File: src/rtl/vg_pkg.sv
// Shared definitions for the video generator: counter width, FSM encoding, timing record.
// Latency: n/a (types, constants and pure functions only).
// Backpressure: n/a.
package vg_pkg;

    localparam int CW = 12;
    localparam logic [CW-1:0] CW_ONE = CW'(1);

    typedef enum logic {
        ST_IDLE = 1'b0,
        ST_RUN  = 1'b1
    } state_t;

    // Timing words as delivered by the format decoder; index [f] selects field f.
    typedef struct packed {
        logic               interlaced;
        logic [1:0][CW-1:0] v_total;
        logic [1:0][CW-1:0] v_fp;
        logic [1:0][CW-1:0] v_bp;
        logic [1:0][CW-1:0] v_sync;
        logic [CW-1:0]      h_total;
        logic [CW-1:0]      h_fp;
        logic [CW-1:0]      h_bp;
        logic [CW-1:0]      h_sync;
        logic [1:0][CW-1:0] hv_offset;
    } timing_t;

    // Shadowed decode view of a timing record: region bounds are precomputed at
    // latch time so the per-pixel path only compares counters against registers.
    typedef struct packed {
        logic               interlaced;
        logic [CW-1:0]      h_last;
        logic [CW-1:0]      h_sync_end;
        logic [CW-1:0]      h_act_start;
        logic [CW-1:0]      h_act_end;
        logic [1:0][CW-1:0] v_last;
        logic [1:0][CW-1:0] v_act_start;
        logic [1:0][CW-1:0] v_act_end;
        logic [1:0][CW-1:0] v_sync;
        logic [1:0][CW-1:0] hv_offset;
    } bounds_t;

    // A format is runnable only with non-zero line length and field-0 height.
    function automatic logic timing_valid(input timing_t t);
        return (t.h_total != '0) && (t.v_total[0] != '0);
    endfunction

    // Unsigned CW-bit bound arithmetic; porch/sync sums are assumed below totals.
    function automatic bounds_t calc_bounds(input timing_t t);
        bounds_t b;
        b                = '0;
        b.interlaced     = t.interlaced;
        b.h_last         = t.h_total - CW_ONE;
        b.h_sync_end     = t.h_sync;
        b.h_act_start    = t.h_sync + t.h_bp;
        b.h_act_end      = t.h_total - t.h_fp;
        b.v_last[0]      = t.v_total[0] - CW_ONE;
        b.v_last[1]      = t.v_total[1] - CW_ONE;
        b.v_act_start[0] = t.v_sync[0] + t.v_bp[0];
        b.v_act_start[1] = t.v_sync[1] + t.v_bp[1];
        b.v_act_end[0]   = t.v_total[0] - t.v_fp[0];
        b.v_act_end[1]   = t.v_total[1] - t.v_fp[1];
        b.v_sync         = t.v_sync;
        b.hv_offset      = t.hv_offset;
        return b;
    endfunction

endpackage

File: src/rtl/vg_region_cmp.sv
// Registered in-region flag: high when start <= cnt < end and enabled.
// Latency: 1 cycle from counter to flag.
// Backpressure: none; evaluates every clock.
module vg_region_cmp
    import vg_pkg::*;
(
    input  logic          i_clk,
    input  logic          i_rst,
    input  logic          i_en,
    input  logic [CW-1:0] i_cnt,
    input  logic [CW-1:0] i_start,
    input  logic [CW-1:0] i_end,
    output logic          o_in
);

    logic r_in;

    // Half-open interval test, forced low while the generator is idle.
    always_ff @(posedge i_clk or posedge i_rst) begin
        if (i_rst) begin
            r_in <= 1'b0;
        end else begin
            r_in <= i_en && (i_cnt >= i_start) && (i_cnt < i_end);
        end
    end

    assign o_in = r_in;

endmodule

File: src/rtl/timing_gen_vg.sv
// Raster timing generator: h/v/field counters decoded into sync, DE, coordinates and SOF.
// Latency: every output is registered one cycle after the counter state it decodes.
// Backpressure: none; free-running at one pixel per clock once started.
module timing_gen_vg
    import vg_pkg::*;
(
    input  logic          i_clk,
    input  logic          i_rst,
    input  logic          i_en,
    input  logic          i_interlaced,
    input  logic [CW-1:0] i_v_total_0,
    input  logic [CW-1:0] i_v_fp_0,
    input  logic [CW-1:0] i_v_bp_0,
    input  logic [CW-1:0] i_v_sync_0,
    input  logic [CW-1:0] i_v_total_1,
    input  logic [CW-1:0] i_v_fp_1,
    input  logic [CW-1:0] i_v_bp_1,
    input  logic [CW-1:0] i_v_sync_1,
    input  logic [CW-1:0] i_h_total,
    input  logic [CW-1:0] i_h_fp,
    input  logic [CW-1:0] i_h_bp,
    input  logic [CW-1:0] i_h_sync,
    input  logic [CW-1:0] i_hv_offset_0,
    input  logic [CW-1:0] i_hv_offset_1,
    output logic          o_hsync,
    output logic          o_vsync,
    output logic          o_de,
    output logic          o_field,
    output logic [CW-1:0] o_x,
    output logic [CW-1:0] o_y,
    output logic          o_sof
);

    timing_t       w_in;
    logic          w_in_valid;
    state_t        r_state;
    logic          r_start;
    bounds_t       r_dec;
    logic [CW-1:0] r_h;
    logic [CW-1:0] r_v;
    logic          r_fld;
    logic          w_run;
    logic          w_h_last;
    logic          w_v_last;
    logic          w_hact;
    logic          w_vact;
    logic          w_de;
    logic          r_vsync;
    logic          r_field;
    logic          r_sof;
    logic [CW-1:0] r_x;
    logic [CW-1:0] r_y;

    assign w_in.interlaced   = i_interlaced;
    assign w_in.v_total[0]   = i_v_total_0;
    assign w_in.v_total[1]   = i_v_total_1;
    assign w_in.v_fp[0]      = i_v_fp_0;
    assign w_in.v_fp[1]      = i_v_fp_1;
    assign w_in.v_bp[0]      = i_v_bp_0;
    assign w_in.v_bp[1]      = i_v_bp_1;
    assign w_in.v_sync[0]    = i_v_sync_0;
    assign w_in.v_sync[1]    = i_v_sync_1;
    assign w_in.h_total      = i_h_total;
    assign w_in.h_fp         = i_h_fp;
    assign w_in.h_bp         = i_h_bp;
    assign w_in.h_sync       = i_h_sync;
    assign w_in.hv_offset[0] = i_hv_offset_0;
    assign w_in.hv_offset[1] = i_hv_offset_1;

    assign w_in_valid = timing_valid(w_in);
    assign w_run      = (r_state == ST_RUN);
    assign w_h_last   = (r_h == r_dec.h_last);
    assign w_v_last   = (r_v == r_dec.v_last[r_fld]);

    // Control FSM and raster counters. In IDLE an accepted EN arms r_start, and the
    // shadow is loaded one clock later, so the first decoded cycle lands two clocks
    // after EN is sampled. At frame end the shadow is reloaded without a gap.
    always_ff @(posedge i_clk or posedge i_rst) begin
        if (i_rst) begin
            r_state <= ST_IDLE;
            r_start <= 1'b0;
            r_dec   <= '0;
            r_h     <= '0;
            r_v     <= '0;
            r_fld   <= 1'b0;
        end else begin
            case (r_state)
                ST_IDLE: begin
                    r_h   <= '0;
                    r_v   <= '0;
                    r_fld <= 1'b0;
                    if (r_start && w_in_valid) begin
                        r_dec   <= calc_bounds(w_in);
                        r_state <= ST_RUN;
                        r_start <= 1'b0;
                    end else begin
                        r_start <= i_en && w_in_valid;
                    end
                end
                ST_RUN: begin
                    if (w_h_last) begin
                        r_h <= '0;
                        if (w_v_last) begin
                            r_v <= '0;
                            if (r_dec.interlaced && !r_fld) begin
                                r_fld <= 1'b1;
                            end else begin
                                r_fld <= 1'b0;
                                if (i_en && w_in_valid) begin
                                    r_dec <= calc_bounds(w_in);
                                end else begin
                                    r_state <= ST_IDLE;
                                end
                            end
                        end else begin
                            r_v <= r_v + CW_ONE;
                        end
                    end else begin
                        r_h <= r_h + CW_ONE;
                    end
                end
                default: r_state <= ST_IDLE;
            endcase
        end
    end

    vg_region_cmp u_hsync (
        .i_clk   (i_clk),
        .i_rst   (i_rst),
        .i_en    (w_run),
        .i_cnt   (r_h),
        .i_start ('0),
        .i_end   (r_dec.h_sync_end),
        .o_in    (o_hsync)
    );

    vg_region_cmp u_hact (
        .i_clk   (i_clk),
        .i_rst   (i_rst),
        .i_en    (w_run),
        .i_cnt   (r_h),
        .i_start (r_dec.h_act_start),
        .i_end   (r_dec.h_act_end),
        .o_in    (w_hact)
    );

    vg_region_cmp u_vact (
        .i_clk   (i_clk),
        .i_rst   (i_rst),
        .i_en    (w_run),
        .i_cnt   (r_v),
        .i_start (r_dec.v_act_start[r_fld]),
        .i_end   (r_dec.v_act_end[r_fld]),
        .o_in    (w_vact)
    );

    // Registered VSYNC edges at the per-field offset, plus field, SOF and raw coordinates.
    always_ff @(posedge i_clk or posedge i_rst) begin
        if (i_rst) begin
            r_vsync <= 1'b0;
            r_field <= 1'b0;
            r_sof   <= 1'b0;
            r_x     <= '0;
            r_y     <= '0;
        end else if (w_run) begin
            r_field <= r_fld;
            r_sof   <= !r_fld && (r_h == '0) && (r_v == '0);
            r_x     <= r_h - r_dec.h_act_start;
            r_y     <= r_v - r_dec.v_act_start[r_fld];
            if (r_h == r_dec.hv_offset[r_fld]) begin
                if (r_v == r_dec.v_sync[r_fld]) begin
                    r_vsync <= 1'b0;
                end else if (r_v == '0) begin
                    r_vsync <= 1'b1;
                end
            end
        end else begin
            r_vsync <= 1'b0;
            r_field <= 1'b0;
            r_sof   <= 1'b0;
            r_x     <= '0;
            r_y     <= '0;
        end
    end

    assign w_de    = w_hact && w_vact;
    assign o_de    = w_de;
    assign o_vsync = r_vsync;
    assign o_field = r_field;
    assign o_sof   = r_sof;
    assign o_x     = w_de ? r_x : '0;
    assign o_y     = w_de ? r_y : '0;

endmodule

File: config.mk
export PLATFORM = sky130hd
export DESIGN_NAME = timing_gen_vg
export DESIGN_NICKNAME = d
export VERILOG_FILES = /design/src/rtl/vg_pkg.sv /design/src/rtl/vg_region_cmp.sv /design/src/rtl/timing_gen_vg.sv
export SDC_FILE = /design/constraint.sdc
export NUM_CORES = 1
export LEC_CHECK = 0
export BUFFER_PORTS_ARGS = -buffer_cell sky130_fd_sc_hd__buf_4
export CORE_MARGIN = 5
export CORE_UTILIZATION = 25
export DETAILED_ROUTE_END_ITERATION = 12
export PLACE_DENSITY = 0.49
export SLEW_MARGIN = 20
export SYNTH_ARGS = -nofsm -noshare
export SYNTH_HDL_FRONTEND = slang
export SYNTH_SLANG_ARGS = --single-unit
File: constraint.sdc
create_clock -name i_clk -period 10.5 [get_ports i_clk]
set_input_delay 2.1 -clock i_clk [delete_from_list [all_inputs] [get_ports i_clk]]
set_output_delay 2.1 -clock i_clk [all_outputs]
set_load 0.02 [all_outputs]
==> out/summary.txt, run 1 <==
status - finished clean
post-detailed-route DRC marker count - 0
number of distinct library cells after synthesis - 55
Remaining Overflow, GRT - 0
Clock Latency Late Sink - 0.55 ns
via count of the first global-routing pass - 12.7k
fraction of the cycle the final worst path needs - 45.2%
EDFF count, synth - 0
largest area contributor in the synthesized netlist - sky130_fd_sc_hd__dfrtp_1
worst slew slack as a fraction of its limit - 27.5%
max-slew violation count - 0
count of input and output buffers - 200
number of iterations in the first detailed-routing pass - 5
CTS root buf - sky130_fd_sc_hd__clkbuf_16
count of hold-fix buffers inserted at cts - 0
fraction of the yosys area taken by sequential cells - 37.8%
chip height - 255 um
number of vias after detailed routing - 12.2k
Critical Path Most Common Cell - sky130_fd_sc_hd__buf_4
asr flop ratio synth - 100%
most used flip-flop cell after synthesis - sky130_fd_sc_hd__dfrtp_1
CP cell instances - buf_4 -> nor4_1 -> nand4_1 -> nand3_1 -> o31a_2 -> buf_4 -> o21ai_0
most instantiated library cell after synthesis - sky130_fd_sc_hd__nand2_1
WP buf/inv - 2
Period minus WS final - 4.74 ns
number of H-tree levels - 1
overall die area - 64800 um2
kind of path behind the tightest hold check - flop to flop
share of cells above drive strength 1 - 14.6%
WS Path Type - input pin to flop
unrepaired setup endpoints after global routing - no
slack of the worst reg-to-reg path - 6.45 ns
Fill cells - 6237
worst slew pin tran - 1.06 ns
net count of the mapped netlist - 2004
cell types with the largest area share after synthesis - sky130_fd_sc_hd__dfrtp_1, sky130_fd_sc_hd__ha_1, sky130_fd_sc_hd__nand2_1, sky130_fd_sc_hd__xnor2_1, sky130_fd_sc_hd__mux2i_1
number of gates resized after cts - 0
VDD IR max - 0.107 mV
portion of synthesized cell area occupied by the leading cell type - 37.8%
Ys Warns - 0
CTS tree - done
maximum operating frequency - 211 MHz
#FFs+latches synth - 226
leading cell types by count after synthesis - sky130_fd_sc_hd__nand2_1, sky130_fd_sc_hd__dfrtp_1, sky130_fd_sc_hd__ha_1
average routed wire per standard cell - 17.0 um
critical path's top delay family - simple AND/OR/NAND/NOR gates
number of hold violations in the final report - 0
number of antenna-violating nets in the routed design - 0
NumNets Final - 2178
initial antenna violation count - 0
Mapped Avg Cell Area - 8.84 um2
cell count after synthesis - 1692
# Post-CTS Setup Buffers - 0
category of the worst setup path launch point - input pin
site row count - 89
layout-stage area growth over the synthesis result - 21.7%
Final Worst Setup Slack - 5.76 ns
standard cell with the maximum stage delay on the critical path - sky130_fd_sc_hd__buf_4
total of endpoints with negative setup slack in the final report - 0
first-pass GRT wire length - 70.2 mm
total core area - 59100 um2
worst setup slack before clock tree synthesis - 5.15 ns
clk buf depth - 3
Power Density - 164 nW/um2
number of buffers added by the clock tree synthesis step - 28
Sum Neg Setup Slack - 0 ns
Critical Path RT - 10.88 ns
pin count of the biggest net entering global routing - 97
leakage dissipation - 8.66 nW
Routed Wire Length - 45.2 mm
violation count after the first detailed-routing iteration - 610
GRT Resource Usage Total - 13.6%
width of the die - 255 um
Slowest Stage Delay on Critical Path - 0.77 ns
clock input transition at the sequential cells of the worst setup and hold paths - 0.05 ns
placed wire-length estimate after detailed placement - 34.8 mm
post-synthesis cell area - 15000 um2
starting density of the core - 25.3%
GP Congestion - 0.836
count of max-cap constraint violations - 0
antenna fix cells - 0
Core Util, Final - 30.8%
clk sinks - 226
crit-path max FO - 88
number of top-level design ports - 201
critical path arrival - 5.12 ns
routed vias/inst - 4.58
Max Clock Skew - 0.0150 ns
Worst setup EP type - flop
==> logic make-up after synthesis <==
family	after synthesis	synth area share (%)
AO/OA/AOI/OAI	337	13.8
XOR/XNOR	161	9.43
adder cells (fa/ha/maj)	140	12.1
buffers and inverters	173	4.71
flip-flops	226	37.8
multiplexers	65	4.37
AND/OR/NAND/NOR	590	17.8
==> per-layer routing <==
metal	global-route usage (%)	share of wire (%)	vias to the layer above
met2	22.5	46	220
met1	18.7	48	5768
met5	0	0	-
met3	2.27	4.3	47
met4	2.90	1.9	0
li1	-	-	6135
==> layout make-up <==
| class | instances | area (um2) | area share, % |
|---|---|---|---|
| multi-input combinational | 1293 | 8590 | 47.2 |
| sequential | 226 | 5660 | 31.1 |
| timing repair buffer | 212 | 1600 | 8.77 |
| tap | 773 | 967 | 5.31 |
| clock buffer | 40 | 817 | 4.49 |
| inverter | 105 | 402 | 2.21 |
| clock inverter | 11 | 165 | 0.908 |
==> where the power goes <==
part	leakage [nW]	internal (mW)	switching, mW
combinational	5.41	0.367	0.431
clock	0.481	0.637	0.387
sequential	2.76	1.03	0.138
==> worst paths after layout <==
kind                                       start                     to  depth (start not counted)
min reg2reg                r_dec[34]$_DFFE_PP0P_  r_dec[34]$_DFFE_PP0P_                          2
min in group asynchronous                  i_rst  r_dec[39]$_DFFE_PP0P_                          2
max in group asynchronous                  i_rst      r_fld$_DFFE_PP0P_                          3
min                        r_dec[34]$_DFFE_PP0P_  r_dec[34]$_DFFE_PP0P_                          2
max reg2reg                     r_h[6]$_DFF_PP0_  r_dec[16]$_DFFE_PP0P_                          9
max                                 i_h_total[7]  r_dec[82]$_DFFE_PP0P_                          7
==> placed cells by master (no fill, tap or decap), types with 5 or more instances in the layout <==
cell,synthesis,layout
sky130_fd_sc_hd__a211oi_1,6,6
sky130_fd_sc_hd__a21boi_0,5,5
sky130_fd_sc_hd__a21o_1,27,27
sky130_fd_sc_hd__a21oi_1,96,96
sky130_fd_sc_hd__a31oi_1,7,7
sky130_fd_sc_hd__and3_1,35,35
sky130_fd_sc_hd__buf_4,0,211
sky130_fd_sc_hd__clkbuf_1,40,6
sky130_fd_sc_hd__clkbuf_16,0,29
sky130_fd_sc_hd__clkbuf_8,0,5
sky130_fd_sc_hd__dfrtp_1,226,225
sky130_fd_sc_hd__fa_1,8,8
sky130_fd_sc_hd__ha_1,132,132
sky130_fd_sc_hd__inv_1,105,104
sky130_fd_sc_hd__mux2i_1,63,63
sky130_fd_sc_hd__nand2_1,293,293
sky130_fd_sc_hd__nand2b_1,19,19
sky130_fd_sc_hd__nand3_1,23,23
sky130_fd_sc_hd__nand4_1,13,13
sky130_fd_sc_hd__nor2_1,118,118
sky130_fd_sc_hd__nor2b_1,12,12
sky130_fd_sc_hd__nor3_1,29,29
sky130_fd_sc_hd__nor3b_1,7,7
sky130_fd_sc_hd__nor4_1,16,16
sky130_fd_sc_hd__o2111ai_1,7,7
sky130_fd_sc_hd__o211ai_1,7,7
sky130_fd_sc_hd__o21a_1,23,23
sky130_fd_sc_hd__o21ai_0,110,110
sky130_fd_sc_hd__o21bai_1,7,7
sky130_fd_sc_hd__o31ai_1,13,13
sky130_fd_sc_hd__or3_1,7,7
sky130_fd_sc_hd__xnor2_1,99,99
sky130_fd_sc_hd__xor2_1,62,62
==> worst min-delay path, cell delays in order (launching register included) <==
cell and delay (ns):
sky130_fd_sc_hd__dfrtp_1 0.34, sky130_fd_sc_hd__nand2_1 0.05, sky130_fd_sc_hd__nand2_1 0.05
==> registers in the layout, indices dropped and copies added, names as in the netlist, 12 cells and up <==
name,flops
r_dec,169
r_v,12
r_h,12
r_y,12
r_x,12
==> per-stage QoR <==
stage / std cells / power (mW) / hold WS [ns] / area (um2)
after CTS: 2660 / 3.04 / 0.468 / 18200
after global placement: 2609 / 1.97 / 0.444 / 17200
after floorplan: 1692 / 1.69 / 0.433 / 15000
final: 2660 / 2.99 / 0.467 / 18200
after global routing: 2660 / 3.20 / 0.489 / 18200
after detailed placement: 2609 / 1.99 / 0.456 / 17200
Power figures use the tool's default switching activity.
==> run 2, diff against run 1 <==
--- a/config.mk
+++ b/config.mk
@@ -5,6 +5,7 @@
 export SDC_FILE = /design/constraint.sdc
 export NUM_CORES = 1
 export LEC_CHECK = 0
+export ABC_AREA = 1
 export BUFFER_PORTS_ARGS = -buffer_cell sky130_fd_sc_hd__buf_4
 export CORE_MARGIN = 5
 export CORE_UTILIZATION = 25
==> constraint.sdc (replaced) <==
create_clock -name i_clk -period 4.6 [get_ports i_clk]
set_input_delay 0.92 -clock i_clk [delete_from_list [all_inputs] [get_ports i_clk]]
set_output_delay 0.92 -clock i_clk [all_outputs]
set_load 0.02 [all_outputs]
==> run 2 against run 1 <==
  * Die area rose by 9.6%
  * Combinational power rose to 2.9 times the previous value
  * Via count increased by 26%
  * Register-to-register slack got worse by 5.2 ns
  * Critical path depth is 7 higher
  * Non-clock buffer count up 1
  * Global-route usage increased by 0.96 points
  * Largest cell class unchanged
  * Utilization down 0.57 points
  * Setup slack worse by 4.5 ns
  * Synthesized cell count grew 36%
==> out/summary.txt, run 2 <==
post-synthesis cell area - 16400 um2 (+10%)
Power Density - 368 nW/um2 (+120%)
Remaining Overflow, GRT - 0 (unchanged)
Final Worst Setup Slack - 1.27 ns (-4.49 ns)
GRT Resource Usage Total - 14.5% (+0.96 points)
r2r endpoint - r_dec[128]$_DFFE_PP0P_
placed wire-length estimate after detailed placement - 41.5 mm (+19%)
starting density of the core - 25.1% (-0.18 points)
number of antenna-violating nets in the routed design - 0 (unchanged)
Max Clock Skew - 0.0366 ns (+0.0216 ns)
clk sinks - 226 (unchanged)
most used flip-flop cell after synthesis - sky130_fd_sc_hd__dfrtp_1
post-detailed-route DRC marker count - 0 (unchanged)
number of top-level design ports - 201 (unchanged)
standard cell with the maximum stage delay on the critical path - sky130_fd_sc_hd__dfrtp_2
site row count - 94 (+5.6%)
worst setup slack before clock tree synthesis - 1.26 ns (-3.88 ns)
most instantiated library cell after synthesis - sky130_fd_sc_hd__nand2_1
number of iterations in the first detailed-routing pass - 4 (-1)
kind of path behind the tightest hold check - input pin to async pin
number of buffers added by the clock tree synthesis step - 27 (-3.6%)
total of endpoints with negative setup slack in the final report - 0 (unchanged)
# Post-CTS Setup Buffers - 0 (unchanged)
top register by number of flip-flops - r_dec
initial antenna violation count - 2 (+2)
count of input and output buffers - 200 (unchanged)
worst slew pin tran - 0.974 ns (-0.0858 ns)
count of max-cap constraint violations - 0 (unchanged)
number of H-tree levels - 1 (unchanged)
WS Path Type - flop to flop
leading cell type in the layout, fill and taps excluded - sky130_fd_sc_hd__nand2_1
layout-stage area growth over the synthesis result - 20.3%
violation count after the first detailed-routing iteration - 903 (+48%)
number of vias after detailed routing - 15.3k (+26%)
source of the critical timing path - r_fld$_DFFE_PP0P_
count of hold-fix buffers inserted at cts - 0 (unchanged)
worst slew slack as a fraction of its limit - 34.9% (+7.4 points)
Critical Path Sink - r_dec[128]$_DFFE_PP0P_
total core area - 65500 um2 (+11%)
routed vias/inst - 4.58 (+0.16%)
max FFs per register - 169 (unchanged)
Non-Filler Cell Area, Final - 19800 um2 (+8.8%)
RR Startpoint - r_fld$_DFFE_PP0P_
portion of synthesized cell area occupied by the leading cell type - 34.4% (-3.4 points)
pin count of the biggest net entering global routing - 125 (+29%)
status - finished clean
leakage dissipation - 10.6 nW (+22%)
Critical Path RT - 5.03 ns (-5.85 ns)
VDD IR max - 0.284 mV (+170%)
leading cell types by count after synthesis - sky130_fd_sc_hd__nand2_1, sky130_fd_sc_hd__nand3_1, sky130_fd_sc_hd__inv_1
asr flop ratio synth - 100% (unchanged)
largest area contributor in the synthesized netlist - sky130_fd_sc_hd__dfrtp_1
share of cells above drive strength 1 - 11.0% (-3.5 points)
Critical Path Most Common Cell - sky130_fd_sc_hd__nand2_1
number of gates resized after cts - 0 (unchanged)
clock input transition at the sequential cells of the worst setup and hold paths - 0.06 ns (about the same)
Slowest Stage Delay on Critical Path - 0.76 ns (about the same)
overall die area - 71000 um2 (+9.6%)
slack of the worst reg-to-reg path - 1.27 ns (-5.18 ns)
most used cells in the layout excluding fill and tap cells - sky130_fd_sc_hd__nand2_1, sky130_fd_sc_hd__nand3_1, sky130_fd_sc_hd__inv_1
cell types with the largest area share after synthesis - sky130_fd_sc_hd__dfrtp_1, sky130_fd_sc_hd__nand2_1, sky130_fd_sc_hd__ha_1, sky130_fd_sc_hd__nand3_1, sky130_fd_sc_hd__inv_1
first-pass GRT wire length - 84.4 mm (+20%)
critical path's top delay family - simple AND/OR/NAND/NOR gates
Fill cells - 7105 (+14%)
CTS root buf - sky130_fd_sc_hd__clkbuf_16
post-detailed-placement cell area - 18800 um2 (+9.4%)
maximum operating frequency - 300 MHz
chip height - 267 um (+4.7%)
Routed Wire Length - 52.9 mm (+17%)
average routed wire per standard cell - 15.8 um (-6.9%)
category of the worst setup path launch point - flop
Ys Warns - 0 (unchanged)
NumNets Final - 2774 (+27%)
critical path arrival - 3.76 ns (-1.36 ns)
Worst setup EP type - flop
width of the die - 267 um (+4.7%)
clk buf depth - 3 (unchanged)
via count of the first global-routing pass - 15.4k (+22%)
Mapped Avg Cell Area - 7.17 um2 (-19%)
Clock Latency Late Sink - 0.58 ns (+0.03 ns)
CP cell instances - inv_4 -> nand2_1 -> nand2_1 -> nand2_1 -> nand2_1 -> nor2_1 -> nand2_1 -> nor2_2 -> nand3_1 -> nand2_8 -> nand2_4 -> buf_12 -> nand2_1 -> nand2_1
antenna fix cells - 0 (unchanged)
unrepaired setup endpoints after global routing - no
number of distinct library cells after synthesis - 42 (-24%)
#FFs+latches synth - 226 (unchanged)
number of hold violations in the final report - 0 (unchanged)
GP Congestion - 0.861 (+3.0%)
crit-path max FO - 124 (+41%)
cell count after synthesis - 2295 (+36%)
WP buf/inv - 2 (unchanged)
fraction of the cycle the final worst path needs - 72.4%
max-slew violation count - 0 (unchanged)
Period minus WS final - 3.33 ns
CTS tree - done
fraction of the yosys area taken by sequential cells - 34.4% (-3.4 points)
total stage count of the critical path - 14 (+7)
net count of the mapped netlist - 2607 (+30%)
EDFF count, synth - 0 (unchanged)
logic depth of the worst register-to-register path - 14 (+5)
Sum Neg Setup Slack - 0 ns (unchanged)
==> run 2: cell types whose count changed after synthesis, moves of 23 or more <==
cell                      previous run  this run
sky130_fd_sc_hd__nand4_1            13        38
sky130_fd_sc_hd__o21ai_0           110        60
sky130_fd_sc_hd__xor2_1             62        85
sky130_fd_sc_hd__inv_1             105       241
sky130_fd_sc_hd__and3_1             35         0
sky130_fd_sc_hd__nand2_1           293       749
sky130_fd_sc_hd__nand3_1            23       262
sky130_fd_sc_hd__nor2_1            118       158
sky130_fd_sc_hd__xnor2_1            99        29
sky130_fd_sc_hd__mux2i_1            63        22
==> run 2: metrics by stage <==
step	hold WS [ns]	power (mW)	std cells	utilization [%]
CTS	0.264	7.38	3347	30.2
finish	0.292	7.29	3347	30.2
global placement	0.455	4.99	3297	28.7
floorplan	0.436	4.24	2295	-
detailed placement	0.457	5.03	3297	28.7
global route	0.292	7.83	3347	30.2
==> run 2: logic make-up (layout without fill, tap and decap cells) <==
family                     Yosys count  after routing  share of synthesized area [%]
and+or+nand+nor                   1258           1258                           32.0
xor gates and xnor gates           114            114                           6.07
AOI/OAI and AO/OA                  215            215                           7.32
adders and majority gates          140            140                           11.0
DFF                                226            226                           34.4
buffers and inverters              320            508                           7.90
muxes                               22             22                           1.34
==> run 2: area by class of cell <==
cell class                 count  area (um2)  share of cell area [%]
clock buffer                  37         773                    3.91
clock inverter                13         188                   0.948
inverter                     245         928                    4.69
multi-input combinational   1749        9500                    48.0
sequential                   226        5660                    28.6
tap                          864        1080                    5.46
timing repair buffer         213        1660                    8.40
==> run 2: how the worst min path moves through the flow <==
stage,to,slack [ns]
finish,r_dec[87]$_DFFE_PP0P_,0.29
detailed placement,r_dec[81]$_DFFE_PP0P_,0.46
global route,r_dec[74]$_DFFE_PP0P_,0.29
CTS,r_dec[87]$_DFFE_PP0P_,0.26
floorplan,r_dec[120]$_DFFE_PP0P_,0.44
global placement,r_dec[14]$_DFFE_PP0P_,0.46
==> run 2: metal layers <==
metal / up-vias / global-route usage [%] / routed length, um
li1: 7771 / - / -
met1: 7215 / 20.1 / 24900
met2: 278 / 24.3 / 24900
met3: 70 / 1.52 / 1880
met4: 4 / 3.88 / 1240
met5: - / 0 / 34
==> run 2: worst register-to-register path, stage by stage (launching register included) <==
cell and delay (ns):
sky130_fd_sc_hd__dfrtp_2 0.76, sky130_fd_sc_hd__inv_4 0.35, sky130_fd_sc_hd__nand2_1 0.19, sky130_fd_sc_hd__nand2_1 0.06, sky130_fd_sc_hd__nand2_1 0.05, sky130_fd_sc_hd__nand2_1 0.06, sky130_fd_sc_hd__nor2_1 0.10, sky130_fd_sc_hd__nand2_1 0.08
sky130_fd_sc_hd__nor2_2 0.09, sky130_fd_sc_hd__nand3_1 0.18, sky130_fd_sc_hd__nand2_8 0.61, sky130_fd_sc_hd__nand2_4 0.15, sky130_fd_sc_hd__buf_12 0.27, sky130_fd_sc_hd__nand2_1 0.17, sky130_fd_sc_hd__nand2_1 0.05
==> run 2: power by group <==
group | total, mW | switching [mW] | leakage, nW | internal (mW)
clock | 2.30 | 0.897 | 0.479 | 1.40
sequential | 2.70 | 0.334 | 2.82 | 2.36
combinational | 2.29 | 1.38 | 7.28 | 0.910
==> run 3, diff against run 2 <==
--- a/config.mk
+++ b/config.mk
@@ -10,7 +10,7 @@
 export CORE_MARGIN = 5
 export CORE_UTILIZATION = 25
 export DETAILED_ROUTE_END_ITERATION = 12
-export PLACE_DENSITY = 0.49
+export PLACE_DENSITY = 0.5
 export SLEW_MARGIN = 20
 export SYNTH_ARGS = -nofsm -noshare
 export SYNTH_HDL_FRONTEND = slang
==> constraint.sdc (replaced) <==
create_clock -name i_clk -period 3.05 [get_ports i_clk]
set_input_delay 0.61 -clock i_clk [delete_from_list [all_inputs] [get_ports i_clk]]
set_output_delay 0.61 -clock i_clk [all_outputs]
set_load 0.02 [all_outputs]
==> run 3 against run 2 <==
  * Clock power rose by 53%
  * Global-route usage rose by 0.055 points
  * Clock skew fell by 0.014 ns
  * Final cell count rose by 0.60%
  * Highest routed layer is now met4
  * Sequential power rose by 46%
  * Critical endpoint is now r_dec[44]$_DFFE_PP0P_
  * Utilization rose by 0.35 points
  * Register-to-register slack got worse by 0.88 ns
==> out/summary.txt, run 3 (synthesis gave the netlist of run 2 again) <==
net switching power figure - 3.94 mW (+51%)
number of antenna-violating nets in the routed design - 0 (unchanged)
post-detailed-placement cell area - 19000 um2 (+1.0%)
number of top-level design ports - 201 (unchanged)
first-pass GRT wire length - 84.6 mm (+0.18%)
RR Startpoint - r_fld$_DFFE_PP0P_
Non-Filler Cell Area, Final - 20000 um2 (+1.2%)
Switching Fraction - 35.4% (-0.42 points)
average routed wire per standard cell - 15.7 um (-0.46%)
Slowest Stage Delay on Critical Path - 0.49 ns (-0.27 ns)
count of max-cap constraint violations - 0 (unchanged)
relative contribution of the clock network to total power - 31.6% (about the same)
Routed Wire Length - 53.0 mm (+0.13%)
kind of path behind the tightest hold check - input pin to flop
Power Density - 556 nW/um2 (+51%)
Period minus WS final - 2.66 ns (-0.672 ns)
clock input transition at the sequential cells of the worst setup and hold paths - 0.06 ns (about the same)
hold_ws - 0.300 ns (+0.00820 ns)
max-slew violation count - 0 (unchanged)
critical path arrival - 3.16 ns (-0.60 ns)
worst slew pin tran - 0.892 ns (-0.0827 ns)
relative contribution of sequential cells to total power - 35.4% (-1.6 points)
placed wire-length estimate after detailed placement - 41.7 mm (+0.50%)
CTS root buf - sky130_fd_sc_hd__clkbuf_16
crit-path max FO - 63 (-49%)
WP buf/inv - 2 (unchanged)
count of input and output buffers - 200 (unchanged)
number of hold violations in the final report - 0 (unchanged)
VDD IR max - 0.324 mV (+14%)
standard cell with the maximum stage delay on the critical path - sky130_fd_sc_hd__buf_4
total of endpoints with negative setup slack in the final report - 0 (unchanged)
layout-stage area growth over the synthesis result - 21.7%
GP Congestion - 0.855 (-0.64%)
leakage dissipation - 10.7 nW (+1.0%)
r2r endpoint - r_dec[44]$_DFFE_PP0P_
site row count - 94 (unchanged)
number of vias after detailed routing - 15.3k (-0.23%)
antenna fix cells - 0 (unchanged)
critical path's top delay family - simple AND/OR/NAND/NOR gates
clk buf depth - 3 (unchanged)
clk sinks - 226 (unchanged)
NumNets Final - 2793 (+0.68%)
via count of the first global-routing pass - 15.4k (-0.16%)
post-detailed-route DRC marker count - 0 (unchanged)
violation count after the first detailed-routing iteration - 904 (+0.11%)
unrepaired setup endpoints after global routing - no
max FFs per register - 169 (unchanged)
Critical Path Most Common Cell - sky130_fd_sc_hd__nand2_1
number of buffers added by the clock tree synthesis step - 28 (+3.7%)
worst slew slack as a fraction of its limit - 40.4% (+5.5 points)
total core area - 65500 um2 (unchanged)
Critical Path RT - 3.55 ns (-1.48 ns)
number of H-tree levels - 1 (unchanged)
Critical Path Sink - r_dec[44]$_DFFE_PP0P_
source of the critical timing path - r_fld$_DFFE_PP0P_
CP cell instances - buf_12 -> nand2_1 -> nand3_1 -> nand2_1 -> nor2_1 -> nand2_1 -> nor2_2 -> nand3_1 -> nand2_8 -> buf_4 -> nand3_1 -> nand2_1
initial antenna violation count - 0 (-2)
GRT Resource Usage Total - 14.6% (+0.055 points)
CTS tree - done
routed vias/inst - 4.54 (-0.83%)
top register by number of flip-flops - r_dec
leading cell type in the layout, fill and taps excluded - sky130_fd_sc_hd__nand2_1
overall die area - 71000 um2 (unchanged)
Max Clock Skew - 0.0222 ns (-0.0144 ns)
multi-input combinational cell area - 9500 um2 (unchanged)
Combinational Power Share - 33.0% (+1.6 points)
slack of the worst reg-to-reg path - 0.39 ns (-0.88 ns)
Final Worst Setup Slack - 0.392 ns (-0.878 ns)
maximum operating frequency - 376 MHz (+25%)
logic depth of the worst register-to-register path - 12 (-2)
worst setup slack before clock tree synthesis - 0.326 ns (-0.937 ns)
pin count of the biggest net entering global routing - 113 (-9.6%)
Fill cells - 7081 (-0.34%)
number of gates resized after cts - 0 (unchanged)
WS Path Type - flop to flop
total stage count of the critical path - 12 (-2)
starting density of the core - 25.1% (unchanged)
cell internal pwr - 7.19 mW (+54%)
Core Util, Final - 30.6% (+0.35 points)
Clock Latency Late Sink - 0.56 ns (-0.02 ns)
status - finished clean
Worst setup EP type - flop
chip height - 267 um (unchanged)
width of the die - 267 um (unchanged)
most used cells in the layout excluding fill and tap cells - sky130_fd_sc_hd__nand2_1, sky130_fd_sc_hd__nand3_1, sky130_fd_sc_hd__inv_1
Remaining Overflow, GRT - 0 (unchanged)
sequential standard cell area - 5660 um2 (unchanged)
fraction of the cycle the final worst path needs - 87.1% (+15 points)
share of cells above drive strength 1 - 11.7% (+0.63 points)
number of iterations in the first detailed-routing pass - 5 (+1)
category of the worst setup path launch point - flop
## run 3: how the worst min path moves through the flow
stage / startpoint / endpoint / slack, ns / cells past startpoint
global placement: r_dec[94]$_DFFE_PP0P_ / r_dec[94]$_DFFE_PP0P_ / 0.45 / 2
global route: i_v_sync_0[5] / r_dec[29]$_DFFE_PP0P_ / 0.29 / 3
floorplan: r_dec[120]$_DFFE_PP0P_ / r_dec[120]$_DFFE_PP0P_ / 0.44 / 2
detailed placement: r_dec[77]$_DFFE_PP0P_ / r_dec[77]$_DFFE_PP0P_ / 0.46 / 2
finish: i_v_sync_0[5] / r_dec[29]$_DFFE_PP0P_ / 0.30 / 3
CTS: i_v_sync_0[5] / r_dec[29]$_DFFE_PP0P_ / 0.28 / 3
## run 3: repair_timing
item                                    in CTS  in global routing
hold endpoints to repair                     2                  0
hold buffers                                 1                  0
endpoints found under the setup margin       0                  0
setup buffers                                0                  0
## run 3: worst reg2reg max path, stage by stage, from the launching register on
cell and delay, ns:
sky130_fd_sc_hd__dfrtp_2 0.40, sky130_fd_sc_hd__buf_12 0.34, sky130_fd_sc_hd__nand2_1 0.25, sky130_fd_sc_hd__nand3_1 0.13
sky130_fd_sc_hd__nand2_1 0.06, sky130_fd_sc_hd__nor2_1 0.09, sky130_fd_sc_hd__nand2_1 0.07, sky130_fd_sc_hd__nor2_2 0.12
sky130_fd_sc_hd__nand3_1 0.19, sky130_fd_sc_hd__nand2_8 0.13, sky130_fd_sc_hd__buf_4 0.49, sky130_fd_sc_hd__nand3_1 0.23
sky130_fd_sc_hd__nand2_1 0.11
## run 3: through the flow
stage / power [mW] / TNS (ns) / instances
after global routing: 12.0 / 0 / 3367
after global placement: 7.64 / 0 / 3314
after floorplan: 6.40 / -115.71 / 2295
final: 11.1 / 0 / 3367
after detailed placement: 7.69 / 0 / 3314
after CTS: 11.3 / 0 / 3367
## run 3: routing by layer
metal,GRT usage (%),vias to the layer above,routed length (um)
li1,-,7804,-
met1,20.4,7182,24900
met2,24.4,254,25000
met3,1.90,62,2170
met4,2.77,0,912
met5,0,-,0
## run 3: power by group through the flow
stage	logic (mW)	clock network, mW	registers [mW]
final	3.67	3.52	3.94
after global routing	4.24	3.75	4.01
after CTS	3.72	3.61	3.94
after detailed placement	3.70	0	3.99
after global placement	3.65	0	3.99
after floorplan	2.51	0	3.89
## run 3: final cells by class
class / instances / area share [%]
clock buffer: 39 / 4.01
sequential: 226 / 28.3
multi-input combinational: 1749 / 47.5
tap: 864 / 5.40
clock inverter: 13 / 0.919
timing repair buffer: 231 / 9.30
inverter: 245 / 4.65
